==> config.mk <==
export PLATFORM = sky130hd
export DESIGN_NAME = adc_spi_sequencer
export DESIGN_NICKNAME = d
export VERILOG_FILES = /design/src/rtl/adc_spi_sequencer.sv
export SDC_FILE = /design/constraint.sdc
export NUM_CORES = 1
export LEC_CHECK = 0
export CORE_MARGIN = 10
export CORE_UTILIZATION = 49
export CTS_CLUSTER_SIZE = 10
export DETAILED_ROUTE_END_ITERATION = 8
export HOLD_SLACK_MARGIN = 0.03
export MAX_ROUTING_LAYER = met4
export PLACE_DENSITY = 0.75
export SLEW_MARGIN = 20
export SYNTH_ARGS = -nofsm -noshare
export SYNTH_HDL_FRONTEND = slang
export SYNTH_SLANG_ARGS = --single-unit
==> constraint.sdc <==
create_clock -name io_axiClk -period 1.9 [get_ports io_axiClk]
set_clock_uncertainty 0.05 [all_clocks]
set_input_delay 0.57 -clock io_axiClk [delete_from_list [all_inputs] [get_ports io_axiClk]]
set_output_delay 0.57 -clock io_axiClk [all_outputs]
set_load 0.05 [all_outputs]
==> src/rtl/adc_spi_sequencer.sv <==
// -----------------------------------------------------------------------------
// adc_spi_sequencer
//
// Serial initiator for an 8-channel, 12-bit ADC. A channel command goes in,
// and one 12-bit result for that channel comes back. The ADC returns the
// conversion of the address sent in the previous frame. For that reason a
// command takes two frames, unless the last completed frame already addressed
// the requested channel.
//
// Handshake: a command is transferred on a rising edge where io_cmd_valid and
// io_cmd_ready are both high. io_cmd_ready is high only in IDLE, so the
// initiator must hold io_cmd_valid and io_cmd_channel until that edge.
// io_rsp_valid is a one-cycle pulse with no backpressure. io_rsp_data and
// io_rsp_channel hold their value until the next response.
//
// Ports
//   io_axiClk       clock
//   io_reset        synchronous, active-high reset
//   io_cmd_valid    command present
//   io_cmd_ready    block is IDLE and can take a command
//   io_cmd_channel  requested channel 0..7
//   io_rsp_valid    one-cycle result strobe
//   io_rsp_channel  channel of io_rsp_data
//   io_rsp_data     12-bit conversion result
//   io_busy         state is not IDLE
//   adc_cs_n        ADC chip select, active low
//   adc_sclk        ADC serial clock, idles high
//   adc_saddr       address bit to the ADC
//   adc_sdat        data bit from the ADC
//   o_dbg_state     current FSM state, for observation only
// -----------------------------------------------------------------------------
module adc_spi_sequencer #(
    parameter int CLK_DIV = 25  // clock cycles per SCLK half-period, >= 2
) (
    input  logic        io_axiClk,
    input  logic        io_reset,
    input  logic        io_cmd_valid,
    output logic        io_cmd_ready,
    input  logic [2:0]  io_cmd_channel,
    output logic        io_rsp_valid,
    output logic [2:0]  io_rsp_channel,
    output logic [11:0] io_rsp_data,
    output logic        io_busy,
    output logic        adc_cs_n,
    output logic        adc_sclk,
    output logic        adc_saddr,
    input  logic        adc_sdat,
    output logic [2:0]  o_dbg_state
);

    localparam int DIV_W = $clog2(CLK_DIV);
    localparam logic [DIV_W-1:0] DIV_LAST = DIV_W'(CLK_DIV - 1);

    typedef enum logic [2:0] {
        S_IDLE  = 3'd0,
        S_START = 3'd1,
        S_SHIFT = 3'd2,
        S_GAP   = 3'd3,
        S_DONE  = 3'd4
    } state_t;

    state_t           r_state;
    logic [DIV_W-1:0] r_div;
    logic [3:0]       r_k;
    logic             r_gap_half;     // GAP is two divider periods long
    logic [1:0]       r_frames_left;
    logic [2:0]       r_channel;
    logic [2:0]       r_last_addr;
    logic             r_addr_valid;
    // Only the last 12 sampled bits (D11..D0) are kept. The four leading
    // bits of each frame shift out of the top.
    logic [11:0]      r_shift;
    logic             r_cs_n;
    logic             r_sclk;
    logic             r_saddr;
    logic             r_rsp_valid;
    logic [11:0]      r_rsp_data;
    logic [2:0]       r_rsp_channel;

    logic             w_div_end;
    logic             w_same_addr;

    assign w_div_end   = (r_div == DIV_LAST);
    assign w_same_addr = r_addr_valid && (r_last_addr == io_cmd_channel);

    // Address bit for frame bit k: bits 2, 3 and 4 carry ADD2, ADD1, ADD0.
    function automatic logic f_addr_bit(input logic [3:0] k, input logic [2:0] ch);
        logic b;
        case (k)
            4'd2:    b = ch[2];
            4'd3:    b = ch[1];
            4'd4:    b = ch[0];
            default: b = 1'b0;
        endcase
        return b;
    endfunction

    always_ff @(posedge io_axiClk) begin
        if (io_reset) begin
            r_state       <= S_IDLE;
            r_div         <= '0;
            r_k           <= '0;
            r_gap_half    <= 1'b0;
            r_frames_left <= 2'd0;
            r_channel     <= 3'd0;
            r_last_addr   <= 3'd0;
            r_addr_valid  <= 1'b0;
            r_shift       <= '0;
            r_cs_n        <= 1'b1;
            r_sclk        <= 1'b1;
            r_saddr       <= 1'b0;
            r_rsp_valid   <= 1'b0;
            r_rsp_data    <= '0;
            r_rsp_channel <= 3'd0;
        end else begin
            r_rsp_valid <= 1'b0;
            case (r_state)
                S_IDLE: begin
                    r_cs_n  <= 1'b1;
                    r_sclk  <= 1'b1;
                    r_saddr <= 1'b0;
                    r_div   <= '0;
                    if (io_cmd_valid) begin
                        r_channel     <= io_cmd_channel;
                        r_frames_left <= w_same_addr ? 2'd1 : 2'd2;
                        r_cs_n        <= 1'b0;
                        r_state       <= S_START;
                    end
                end

                // CS setup: CS low with SCLK still high for one half-period.
                S_START: begin
                    if (w_div_end) begin
                        r_div   <= '0;
                        r_k     <= 4'd0;
                        r_sclk  <= 1'b0;
                        r_saddr <= f_addr_bit(4'd0, r_channel);
                        r_state <= S_SHIFT;
                    end else begin
                        r_div <= r_div + 1'b1;
                    end
                end

                // SADDR changes together with the falling SCLK. SDAT is
                // captured together with the rising SCLK, which is half a period
                // after the ADC moved it on the falling edge.
                S_SHIFT: begin
                    if (w_div_end) begin
                        r_div <= '0;
                        if (!r_sclk) begin
                            r_sclk  <= 1'b1;
                            r_shift <= {r_shift[10:0], adc_sdat};
                        end else if (r_k == 4'd15) begin
                            r_cs_n     <= 1'b1;
                            r_saddr    <= 1'b0;
                            r_gap_half <= 1'b0;
                            r_state    <= S_GAP;
                        end else begin
                            r_k     <= r_k + 4'd1;
                            r_sclk  <= 1'b0;
                            r_saddr <= f_addr_bit(r_k + 4'd1, r_channel);
                        end
                    end else begin
                        r_div <= r_div + 1'b1;
                    end
                end

                S_GAP: begin
                    if (w_div_end) begin
                        r_div <= '0;
                        if (!r_gap_half) begin
                            r_gap_half <= 1'b1;
                        end else begin
                            r_gap_half   <= 1'b0;
                            r_last_addr  <= r_channel;
                            r_addr_valid <= 1'b1;
                            if (r_frames_left == 2'd2) begin
                                // The first frame only loaded the address.
                                // Its data belongs to an older address.
                                r_frames_left <= 2'd1;
                                r_cs_n        <= 1'b0;
                                r_state       <= S_START;
                            end else begin
                                r_rsp_valid   <= 1'b1;
                                r_rsp_data    <= r_shift;
                                r_rsp_channel <= r_channel;
                                r_state       <= S_DONE;
                            end
                        end
                    end else begin
                        r_div <= r_div + 1'b1;
                    end
                end

                S_DONE: begin
                    r_state <= S_IDLE;
                end

                default: begin
                    r_state <= S_IDLE;
                end
            endcase
        end
    end

    assign io_cmd_ready   = (r_state == S_IDLE);
    assign io_busy        = (r_state != S_IDLE);
    assign io_rsp_valid   = r_rsp_valid;
    assign io_rsp_data    = r_rsp_data;
    assign io_rsp_channel = r_rsp_channel;
    assign adc_cs_n       = r_cs_n;
    assign adc_sclk       = r_sclk;
    assign adc_saddr      = r_saddr;
    assign o_dbg_state    = r_state;

endmodule

### Yosys cells after proc, flatten, opt, wreduce, memory -nomap -nowiden

Index checks and enable logic that the tools add are counted.

| storage, ports and cells | value |
|---|---|
| bits in registers | 53 |
| bits of input ports | 7 |
| output and inout port bits | 24 |
| logic and storage cells | 110 |

| cells by class | value |
|---|---|
| add/sub/neg operators | 2 |
| equal/unequal tests | 19 |
| multiplexer cells | 47 |
| bitwise logic cells | 5 |
| reductions and logical operators | 22 |

Operator list:

| kind | number |
|---|---|
| 2-to-1 mux 3 bit | 8 |
| 2-to-1 mux 1 bit | 20 |
| != test 2 bit, second input constant | 9 |
| 2-to-1 mux 4 bit | 4 |
| AND reduction 5 bit | 3 |
| AND reduction 7 bit | 2 |
| case mux 1 bit (3 select lines) | 4 |
| case mux 3 bit (4 select lines) | 1 |
| 2-to-1 mux 2 bit | 5 |
| case mux 5 bit (2 select lines) | 1 |
| AND reduction 3 bit | 3 |
| nonzero test 3 bit | 3 |
| equality test 4 x 2 -> 1 bit, second input constant | 2 |
| case mux 4 bit (2 select lines) | 1 |
| AND reduction 4 bit | 2 |
| nonzero test 2 bit | 4 |
| equality test 3 x 2 -> 1 bit, second input constant | 2 |
| adder 5 x 1 -> 5 bit, second input constant | 1 |
| equality test 5 bit, second input constant | 1 |
| 2-to-1 mux 5 bit | 1 |
| inverter 1 bit | 5 |
| adder 4 x 1 -> 4 bit, second input constant | 1 |
| equality test 4 x 3 -> 1 bit, second input constant | 1 |
| equality test 4 bit, second input constant | 1 |
| other kinds (10) | 10 |

### Depth between registers and ports, before layout

Gate-level depths: netlist of the first run.

| logic depth | value |
|---|---|
| depth in word-level cells | 7 |
| depth in mapped cells | 8 |
| gate-level depth less buffers | 6 |

### Worst setup path before layout of the first run

OpenSTA, ideal clock, no wires.

| path | value |
|---|---|
| kind | reg2reg |
| start point | register r_state[2] (netlist: o_dbg_state[2]) |
| end point | register r_channel[0] |
| library setup time | 128 ps |
| arrival | 2232 ps |
| required time | 1722 ps |
| path slack | -510 ps |
| stages on the path, launching flop included | 8 |
| buffers on the path | 2 |
| clock period less this slack | 2410 ps |
| path through | dfxtp_1 buf_6 or3_1 inv_1 and2_1 buf_2 mux2i_1 nor2_1 |

| between the ends | value |
|---|---|
| word-level cells in the longest chain between the ends | 2 |

RTL lines:

| element | RTL line | RTL |
|---|---|---|
| start: declaration | 62 | `state_t r_state;` |
| start signal: assignment | 100 | `r_state <= S_IDLE;` |
| start signal: assignment | 127 | `r_state <= S_START;` |
| start signal: assignment | 138 | `r_state <= S_SHIFT;` |
| zero test 3 bit | - |  |
| via io_cmd_ready | 38 | `output logic io_cmd_ready,` |
| AND reduction 2 bit (no source line) | - |  |
| end signal: assignment | 124 | `r_channel <= io_cmd_channel;` |
| end: declaration | 67 | `logic [2:0] r_channel;` |

The timed path passes the listed nets, and every way through them passes these cells.
A chain may end at the register's enable or synchronous reset.

### Final worst setup path of the first run

| path | value |
|---|---|
| start point | register r_state[0] (netlist: o_dbg_state[0]) |
| end point | output port io_cmd_ready |

| between the ends | value |
|---|---|
| word-level cells in the longest chain between the ends | 1 |

RTL lines:

| element | RTL line | RTL |
|---|---|---|
| zero test 3 bit | 206 | `assign io_cmd_ready = (r_state == S_IDLE);` |
| end: declaration | 38 |  |

No other way between the ends.

==> run_results.csv, run 1 <==
group,metric,value,unit
critical_path,critical_path_required,1.28,ns
global_routing,grt_use_total,0.132,
sta,relSlewSlack,0.610,
layout,nets,329,
critical_path,worstPathArrival,1.31,ns
sta,tightest_slew,0.585,ns
yosys,netlist_instances,275,
critical_path,end_kind,"output port",
clock_network,cts_buffers,5,
layout,final_cell_mix,"dfxtp_1, buf_4, nor2_1, nand2_1, mux2i_1",
yosys,yosysUniqueCellTypes,52,
clock_network,clock_path_buffers,2,
power_and_ir_drop,power,3.19,mW
clock_network,path_clk_slew,0.09,ns
placed_design,pre_cts_ws,-0.161,ns
yosys,yosysWarnings,0,
power_and_ir_drop,powerDensity,1030,nW/µm²
detailed_routing,viasPerCell,5.26,
yosys,synth_edf_count,0,
sta,finalHoldViolations,0,
min_path,hold_class,"reg2reg",
sta,post-route-period-util,1.01,
floorplan,die-area,8230,µm²
layout,fillCellCount,398,
detailed_routing,first_pass_iters,4,
sta,finalWorstSetupSlack,-0.0262,ns
detailed_routing,routed_wl,5350,µm
clock_network,h-tree-depth,2,
clock_network,cts_root_buffer,"clkbuf_8",
yosys,syn-mean-instance-area,8.91,µm²
detailed_routing,ant_nets,0,
sta,setup_viol,1,
clock_network,cts.sinks,53,
yosys,synth_area,2450,µm²
outcome,status,"finished, violations left",
clock_network,clk_latency,0.30,ns
layout,antenna_cells,0,
global_routing,grt_max_degree,31,
sta,rsz0062_at_grt,"true",
yosys,ys_ff_latch,53,
critical_path,cpPeakStageDelay,0.42,ns
detailed_routing,wire_per_inst,13.9,µm
critical_path,start_kind,"flip-flop",
outcome,violations,"setup timing",
yosys,ys.flop_type,"dfxtp_1",
critical_path,path_cells,"or3_4, clkinvlp_4, buf_12",
sta,min_period,1.93,ns
floorplan,num_rows,25,
critical_path,critPathBufInv,2,
floorplan,core,4790,µm²
global_routing,grt_overflow,0,
critical_path,cp_top_family,"simple AND/OR/NAND/NOR gates",
critical_path,cp_max_fo,2,
layout,drive_gt1_frac,0.255,
placed_design,hpwlAfterDp,3670,µm
placed_design,gp_congestion,0.814,
power_and_ir_drop,peakVddDrop,0.546,mV
yosys,async_flop_share,0,
yosys,ys_seq_area_frac,0.433,
detailed_routing,dr_total_vias,2025,
yosys,syn_nets,287,
sta,fmax,0.519,GHz
placed_design,port_buffers,30,
clock_network,cts_tree,"done",
power_and_ir_drop,p_leak,1.30,nW
critical_path,crit_path_top_delay_cell,"or3_4",
flow_run,max-cap-violations,0,
global_routing,antenna_found_initial,0,
layout,syn_to_final_growth,26.8,%
floorplan,io_pins,31,
layout,layout_commonest_cell,"dfxtp_1",
global_routing,grt_pass1_vias,1948,
critical_path,path_class,"reg2out",
floorplan,die_h,90.7,µm
floorplan,floorplan.die.width,90.7,µm
floorplan,initial_core_util,0.512,
sta,slew_violations,0,
global_routing,grt_pass1_wl,9080,µm
detailed_routing,route.detailed.drc,0,
detailed_routing,drt_iter0_markers,148,
synth_stat cells, drive strengths merged, types with 2 or more instances:
library cell	n	share of area
inv	8	0.012
a41oi	2	0.0072
mux2i	25	0.10
nor2	32	0.049
a311oi	3	0.011
nand3	8	0.016
nand2b	5	0.013
ha	5	0.026
nor3	5	0.017
dfxtp	53	0.43
or3	3	0.0077
nor3b	3	0.0092
nand4	3	0.014
nand3b	4	0.012
a21oi	25	0.051
buf	10	0.028
nand2	33	0.052
xnor2	5	0.018
a2111oi	2	0.0097
o21ai	7	0.014
nor2b	4	0.010
clkbuf	7	0.011
path summary, 6_finish.rpt:
kind | slack [ns] | to | from | cells past startpoint
max reg2reg | 0.12 | r_k[3]$_SDFFE_PP0P_ | o_dbg_state[1]$_SDFFE_PP0P_ | 6
max | -0.03 | io_cmd_ready | o_dbg_state[0]$_SDFFE_PP0P_ | 3
min | 0.41 | r_addr_valid$_SDFFE_PP0P_ | r_addr_valid$_SDFFE_PP0P_ | 2
min reg2reg | 0.41 | r_addr_valid$_SDFFE_PP0P_ | r_addr_valid$_SDFFE_PP0P_ | 2
worst register-to-register path: cells and delay by family, from the launching register on:
family | cells | cell delay (ns)
simple gates | 2 | 0.63
flops | 1 | 0.36
compound gates | 2 | 0.36
buf+inv | 2 | 0.32
area by class of cell:
cell class              count  area (µm²)  area share
multi-input cells         197        1320       0.426
flip-flops and latches     53        1070       0.346
repair buffers             52         479       0.154
well taps                  67        83.8      0.0270
clock buffers               6        72.6      0.0234
clock inverters             2        38.8      0.0125
inverters                   8        33.8      0.0109
cell families (layout without fill, tap and decap cells):
kind of cell | Yosys count | count (layout) | share of synthesized area
xor gates and xnor gates | 5 | 5 | 0.0179
buffers and inverters | 25 | 68 | 0.0506
adders and majority gates | 5 | 5 | 0.0255
and+or+nand+nor | 111 | 111 | 0.237
AOI/OAI and AO/OA | 50 | 50 | 0.129
DFF | 53 | 53 | 0.433
muxes | 26 | 26 | 0.107
stage by stage:
step | hold slack, ns | area [µm²] | cells | TNS, ns | util
after floorplan | 0.376 | 2470 | 275 | -0.0706 | -
after global placement | 0.387 | 2890 | 371 | -0.317 | 0.603
final | 0.408 | 3110 | 385 | -0.0262 | 0.649
after global routing | 0.441 | 3110 | 385 | -0.0633 | 0.649
after CTS | 0.412 | 3030 | 383 | -0.0287 | 0.634
after detailed placement | 0.399 | 2890 | 371 | -0.495 | 0.603
flip-flops by register name, indices dropped and copies added, names as in the netlist, 2 cells and up:
register	cells
r_k	4
r_frames_left	2
io_rsp_data	12
r_last_addr	3
r_channel	3
r_div	5
io_rsp_channel	3
o_dbg_state	3
r_shift	12
where the power goes:
part / switching [mW] / internal, mW
Combinational: 0.668 / 0.536
Clock: 0.356 / 0.396
Sequential: 0.0488 / 1.19
Total: 1.07 / 2.12
metal layers:
layer / wire length, µm / GRT usage
met5: 0 / -
met4: 97 / 0.0491
met3: 189 / 0.0399
met2: 2510 / 0.200
met1: 2560 / 0.162
timing repair:
action,CTS,global route
hold buffers,0,0
gates resized for setup,2,15
endpoints found under the setup margin,5,18
pin swaps,1,5
gates cloned,0,0
setup buffers,4,2
Note: power is estimated with default switching activity, not from simulation.
==> run 2: changes to the inputs <==
Settings changed: CORE_UTILIZATION 49 to 51, CTS_BUF_LIST from default to sky130_fd_sc_hd__clkbuf_4 sky130_fd_sc_hd__clkbuf_8, PLACE_DENSITY 0.75 to 0.77, RECOVER_POWER from default to 50.
==> run_results.csv, run 2 (same netlist as run 1, synthesis figures left out) <==
group,metric,value,unit
floorplan,num_rows,25,
sta,slew_violations,0,
critical_path,critPathCapture,"io_cmd_ready",
sta,post-route-period-util,1.02,
detailed_routing,drt_iter0_markers,62,
detailed_routing,met1_length,2400,µm
critical_path,cp_max_fo,2,
floorplan,die_h,89.3,µm
clock_network,path_clk_slew,0.10,ns
clock_network,clock_path_buffers,2,
sta,rsz0062_at_grt,"true",
placed_design,dpl_cell_area,2890,µm²
clock_network,cts.sinks,53,
critical_path,path_cells,"or3_4, clkinvlp_4, buf_12",
global_routing,grt_max_degree,34,
outcome,violations,"setup timing",
floorplan,die-area,7980,µm²
critical_path,crit_path_top_delay_cell,"or3_4",
layout,regArea,1070,µm²
sta,setup_viol,1,
clock_network,h-tree-depth,2,
detailed_routing,dr_total_vias,2029,
critical_path,end_kind,"output port",
floorplan,core,4690,µm²
placed_design,dp_cells,359,
global_routing,grt_use_total,0.142,
sta,finalHoldViolations,0,
sta,finalWorstSetupSlack,-0.0413,ns
layout,antenna_cells,0,
detailed_routing,viasPerCell,5.45,
global_routing,grt_pass1_vias,1912,
detailed_routing,dr_wl_met2,2500,µm
critical_path,worstPathArrival,1.32,ns
clock_network,cts_tree,"done",
layout,layout_commonest_cell,"dfxtp_1",
clock_network,cts_root_buffer,"clkbuf_8",
sta,fmax,0.515,GHz
flow_run,max-cap-violations,0,
layout,drive_gt1_frac,0.214,
floorplan,initial_core_util,0.522,
clock_network,cts_buffers,5,
clock_network,clk_latency,0.32,ns
placed_design,gp_congestion,0.908,
sta,min_period,1.94,ns
layout,post-route-util,0.638,
detailed_routing,met3_wirelength,211,µm
placed_design,port_buffers,30,
power_and_ir_drop,peakVddDrop,0.555,mV
critical_path,crit_start,"o_dbg_state[0]$_SDFFE_PP0P_",
critical_path,cp_top_family,"simple AND/OR/NAND/NOR gates",
floorplan,floorplan.die.width,89.3,µm
placed_design,pre_cts_ws,-0.187,ns
detailed_routing,first_pass_iters,4,
detailed_routing,wire_per_inst,14.0,µm
detailed_routing,routed_wl,5210,µm
critical_path,cp_num_cells,3,
layout,multi_input_comb_area,1280,µm²
outcome,status,"finished, violations left",
critical_path,cpPeakStageDelay,0.41,ns
layout,design_area,3000,µm²
critical_path,reg2reg_slack,0.07,ns
power_and_ir_drop,power,3.09,mW
critical_path,r2r_start,"o_dbg_state[1]$_SDFFE_PP0P_",
detailed_routing,ant_nets,0,
global_routing,grt_overflow,0,
min_path,worstHoldStart,"r_addr_valid$_SDFFE_PP0P_",
power_and_ir_drop,p_leak,1.27,nW
detailed_routing,top_layer,"met4",
global_routing,grt_pass1_wl,8690,µm
detailed_routing,route.detailed.drc,0,
sta,tightest_slew,0.601,ns
clock_network,hold_buffers,0,
critical_path,r2r-end,"r_shift[0]$_SDFFE_PP0P_",
layout,layout.cells.non_filler,372,
min_path,hold_class,"reg2reg",
critical_path,critPathBufInv,2,
sta,relSlewSlack,0.601,
layout,nets,329,
critical_path,reg2reg_depth,5,
critical_path,path_class,"reg2out",
global_routing,antenna_found_initial,0,
layout,fillCellCount,408,
layout,syn_to_final_growth,22.3,%
critical_path,critical_path_required,1.28,ns
power_and_ir_drop,powerDensity,1030,nW/µm²
layout,final_cell_mix,"dfxtp_1, nor2_1, nand2_1, mux2i_1, a21oi_1",
floorplan,io_pins,31,
critical_path,start_kind,"flip-flop",
placed_design,hpwlAfterDp,3750,µm
[run 2: changes by cell type in the layout (fill, tap and decap cells not counted), sizes merged]
cell,previous run,this run
clkinvlp,1,2
bufinv,1,0
buf,47,29
clkbuf,6,23
inv,7,8
[run 2: layout make-up]
cell class | count | share of cell area
clock buffer | 5 | 0.0230
clock inverter | 3 | 0.00835
inverter | 8 | 0.0113
multi-input combinational | 197 | 0.428
sequential | 53 | 0.358
tap | 54 | 0.0226
timing repair buffer | 52 | 0.148
[run 2: routing by layer]
layer / GRT usage / vias to the layer above
li1: - / 1041
met1: 0.167 / 935
met2: 0.226 / 42
met3: 0.0310 / 11
met4: 0.0679 / 0
met5: - / -
[run 2: worst min-delay path by stage]
stage               slack, ns  cells after the start                        end
floorplan                0.38                      2  r_addr_valid$_SDFFE_PP0P_
global placement         0.39                      2  r_addr_valid$_SDFFE_PP0P_
detailed placement       0.39                      2  r_addr_valid$_SDFFE_PP0P_
CTS                      0.41                      2  r_addr_valid$_SDFFE_PP0P_
global route             0.43                      2  r_addr_valid$_SDFFE_PP0P_
finish                   0.40                      2  r_addr_valid$_SDFFE_PP0P_
[run 2: through the flow]
stage / TNS [ns] / hold WS [ns]
4_1_cts: -0.0430 / 0.405
6_report: -0.0413 / 0.404
3_5_place_dp: -0.597 / 0.390
3_3_place_gp: -0.254 / 0.387
2_1_floorplan: -0.0706 / 0.376
5_1_grt: -0.0679 / 0.434
[run 2: power by group]
group | switching [mW] | total (mW) | internal [mW]
clock network | 0.400 | 0.667 | 0.267
registers | 0.0469 | 1.23 | 1.19
logic | 0.650 | 1.19 | 0.537
total | 1.10 | 3.09 | 1.99
[run 2: worst reg2reg max path: stages (launching register included)]
cell and delay (ns):
dfxtp_4 0.36, buf_4 0.17, or3b_4 0.43, or3_1 0.51, nand2_1 0.14, a21oi_1 0.06
[run 2: what timing repair did]
action                     CTS  global route
setup endpoints to repair    2             6
pin swaps                    1             3
cloned                       0             0
resized for setup            1             5
setup buffers                4             1
==> run 3: changes to the inputs <==
Settings changed: CORE_UTILIZATION 51 to 60, PLACE_DENSITY 0.77 to 0.85, REMOVE_ABC_BUFFERS from default to 1.
Clock period 1.9 ns to 2.4 ns, I/O delays scaled along.
==> run_results.csv, run 3 (same netlist as run 1, synthesis figures left out) <==
group,metric,value,unit
outcome,status,"completed",
layout,drive_gt1_frac,0.0828,
sta,tightest_slew,0.587,ns
clock_network,cts_tree,"done",
detailed_routing,routed_wl,5110,µm
floorplan,floorplan.die.width,83.9,µm
placed_design,port_buffers,30,
clock_network,path_clk_slew,0.10,ns
critical_path,worstPathArrival,1.51,ns
detailed_routing,first_pass_iters,4,
floorplan,die_h,83.9,µm
clock_network,cts_buffers,5,
floorplan,die-area,7040,µm²
min_path,worstHoldStart,"r_addr_valid$_SDFFE_PP0P_",
detailed_routing,drt_iter0_markers,195,
sta,relSlewSlack,0.605,
sta,slew_violations,0,
sta,fmax,0.439,GHz
floorplan,io_pins,31,
detailed_routing,dr_total_vias,2043,
clock_network,clk_latency,0.31,ns
layout,fillCellCount,303,
critical_path,critPathBufInv,1,
sta,hold_slack,0.405,ns
global_routing,grt_overflow,0,
power_and_ir_drop,peakVddDrop,0.409,mV
layout,final_cell_mix,"dfxtp_1, nand2_1, nor2_1, mux2i_1, a21oi_1",
detailed_routing,ant_nets,0,
placed_design,hpwlAfterDp,3590,µm
clock_network,clock_path_buffers,2,
clock_network,hold_buffers,0,
clock_network,post-cts-setup-buffers,0,
sta,setup_viol,0,
layout,antenna_cells,0,
global_routing,grt_max_degree,42,
critical_path,start_kind,"flip-flop",
critical_path,crit_path_top_delay_cell,"clkdlybuf4s50_1",
critical_path,path_class,"reg2out",
detailed_routing,wire_per_inst,14.5,µm
sta,post-route-period-util,0.949,
detailed_routing,route.detailed.drc,0,
critical_path,r2r_start,"r_div[0]$_SDFFE_PP0P_",
global_routing,grt_pass1_wl,8610,µm
sta,min_period,2.28,ns
sta,setup_tns,0,ns
floorplan,core,3970,µm²
critical_path,path_cells,"clkdlybuf4s50_1",
critical_path,cpPeakStageDelay,0.83,ns
clock_network,cts.sinks,53,
floorplan,initial_core_util,0.617,
layout,nets,313,
placed_design,gp_congestion,0.833,
critical_path,end_kind,"output port",
critical_path,cp_top_family,"buffers and inverters",
detailed_routing,viasPerCell,5.80,
layout,syn_to_final_growth,17.0,%
global_routing,grt_pass1_vias,1933,
critical_path,crit_start,"adc_cs_n$_SDFFE_PP1P_",
clock_network,ctsResizeCount,0,
power_and_ir_drop,powerDensity,792,nW/µm²
critical_path,critical_path_required,1.63,ns
floorplan,num_rows,23,
clock_network,h-tree-depth,2,
flow_run,max-cap-violations,0,
sta,rsz0062_at_grt,"false",
layout,layout_commonest_cell,"dfxtp_1",
global_routing,grt_use_total,0.147,
min_path,hold_class,"reg2reg",
power_and_ir_drop,p_leak,1.16,nW
critical_path,cp_max_fo,2,
sta,finalHoldViolations,0,
global_routing,antenna_found_initial,0,
clock_network,cts_root_buffer,"clkbuf_8",
-- run 3: final timing paths --
path / cells past startpoint / slack (ns) / end
worst min-delay path: 2 / 0.41 / r_addr_valid$_SDFFE_PP0P_
worst max register to register: 6 / 0.26 / r_div[3]$_SDFFE_PP0P_
worst min register to register: 2 / 0.41 / r_addr_valid$_SDFFE_PP0P_
worst max-delay path: 1 / 0.12 / adc_cs_n
-- run 3: routing by layer --
metal / vias up / track usage / share of wire
met5: - / - / 0
met4: 0 / 0.0624 / 0.019
li1: 1007 / - / -
met3: 11 / 0.0322 / 0.052
met1: 963 / 0.170 / 0.46
met2: 62 / 0.238 / 0.47
-- run 3: layout make-up --
type | instances | area [µm²] | area share
repair buffers | 36 | 378 | 0.132
well taps | 50 | 62.6 | 0.0218
multi-input cells | 197 | 1240 | 0.434
inverters | 8 | 30.0 | 0.0105
clock buffers | 6 | 76.3 | 0.0266
flip-flops and latches | 53 | 1060 | 0.370
clock inverters | 2 | 13.8 | 0.00480
-- run 3: power by group --
part	internal [mW]	total (mW)	switching, mW
sequential	0.932	0.997	0.0651
clock	0.220	0.515	0.296
combinational	0.313	0.758	0.445
-- run 3: per-stage QoR --
step	area, µm²	instances	setup slack, ns	total power, mW	util
2_1_floorplan	2360	258	-0.203	1.51	-
3_3_place_gp	2820	344	0.249	1.80	0.710
3_5_place_dp	2820	344	0.212	1.81	0.710
4_1_cts	2910	352	0.106	2.32	0.733
5_1_grt	2870	352	0.0889	2.38	0.722
6_report	2870	352	0.123	2.27	0.722
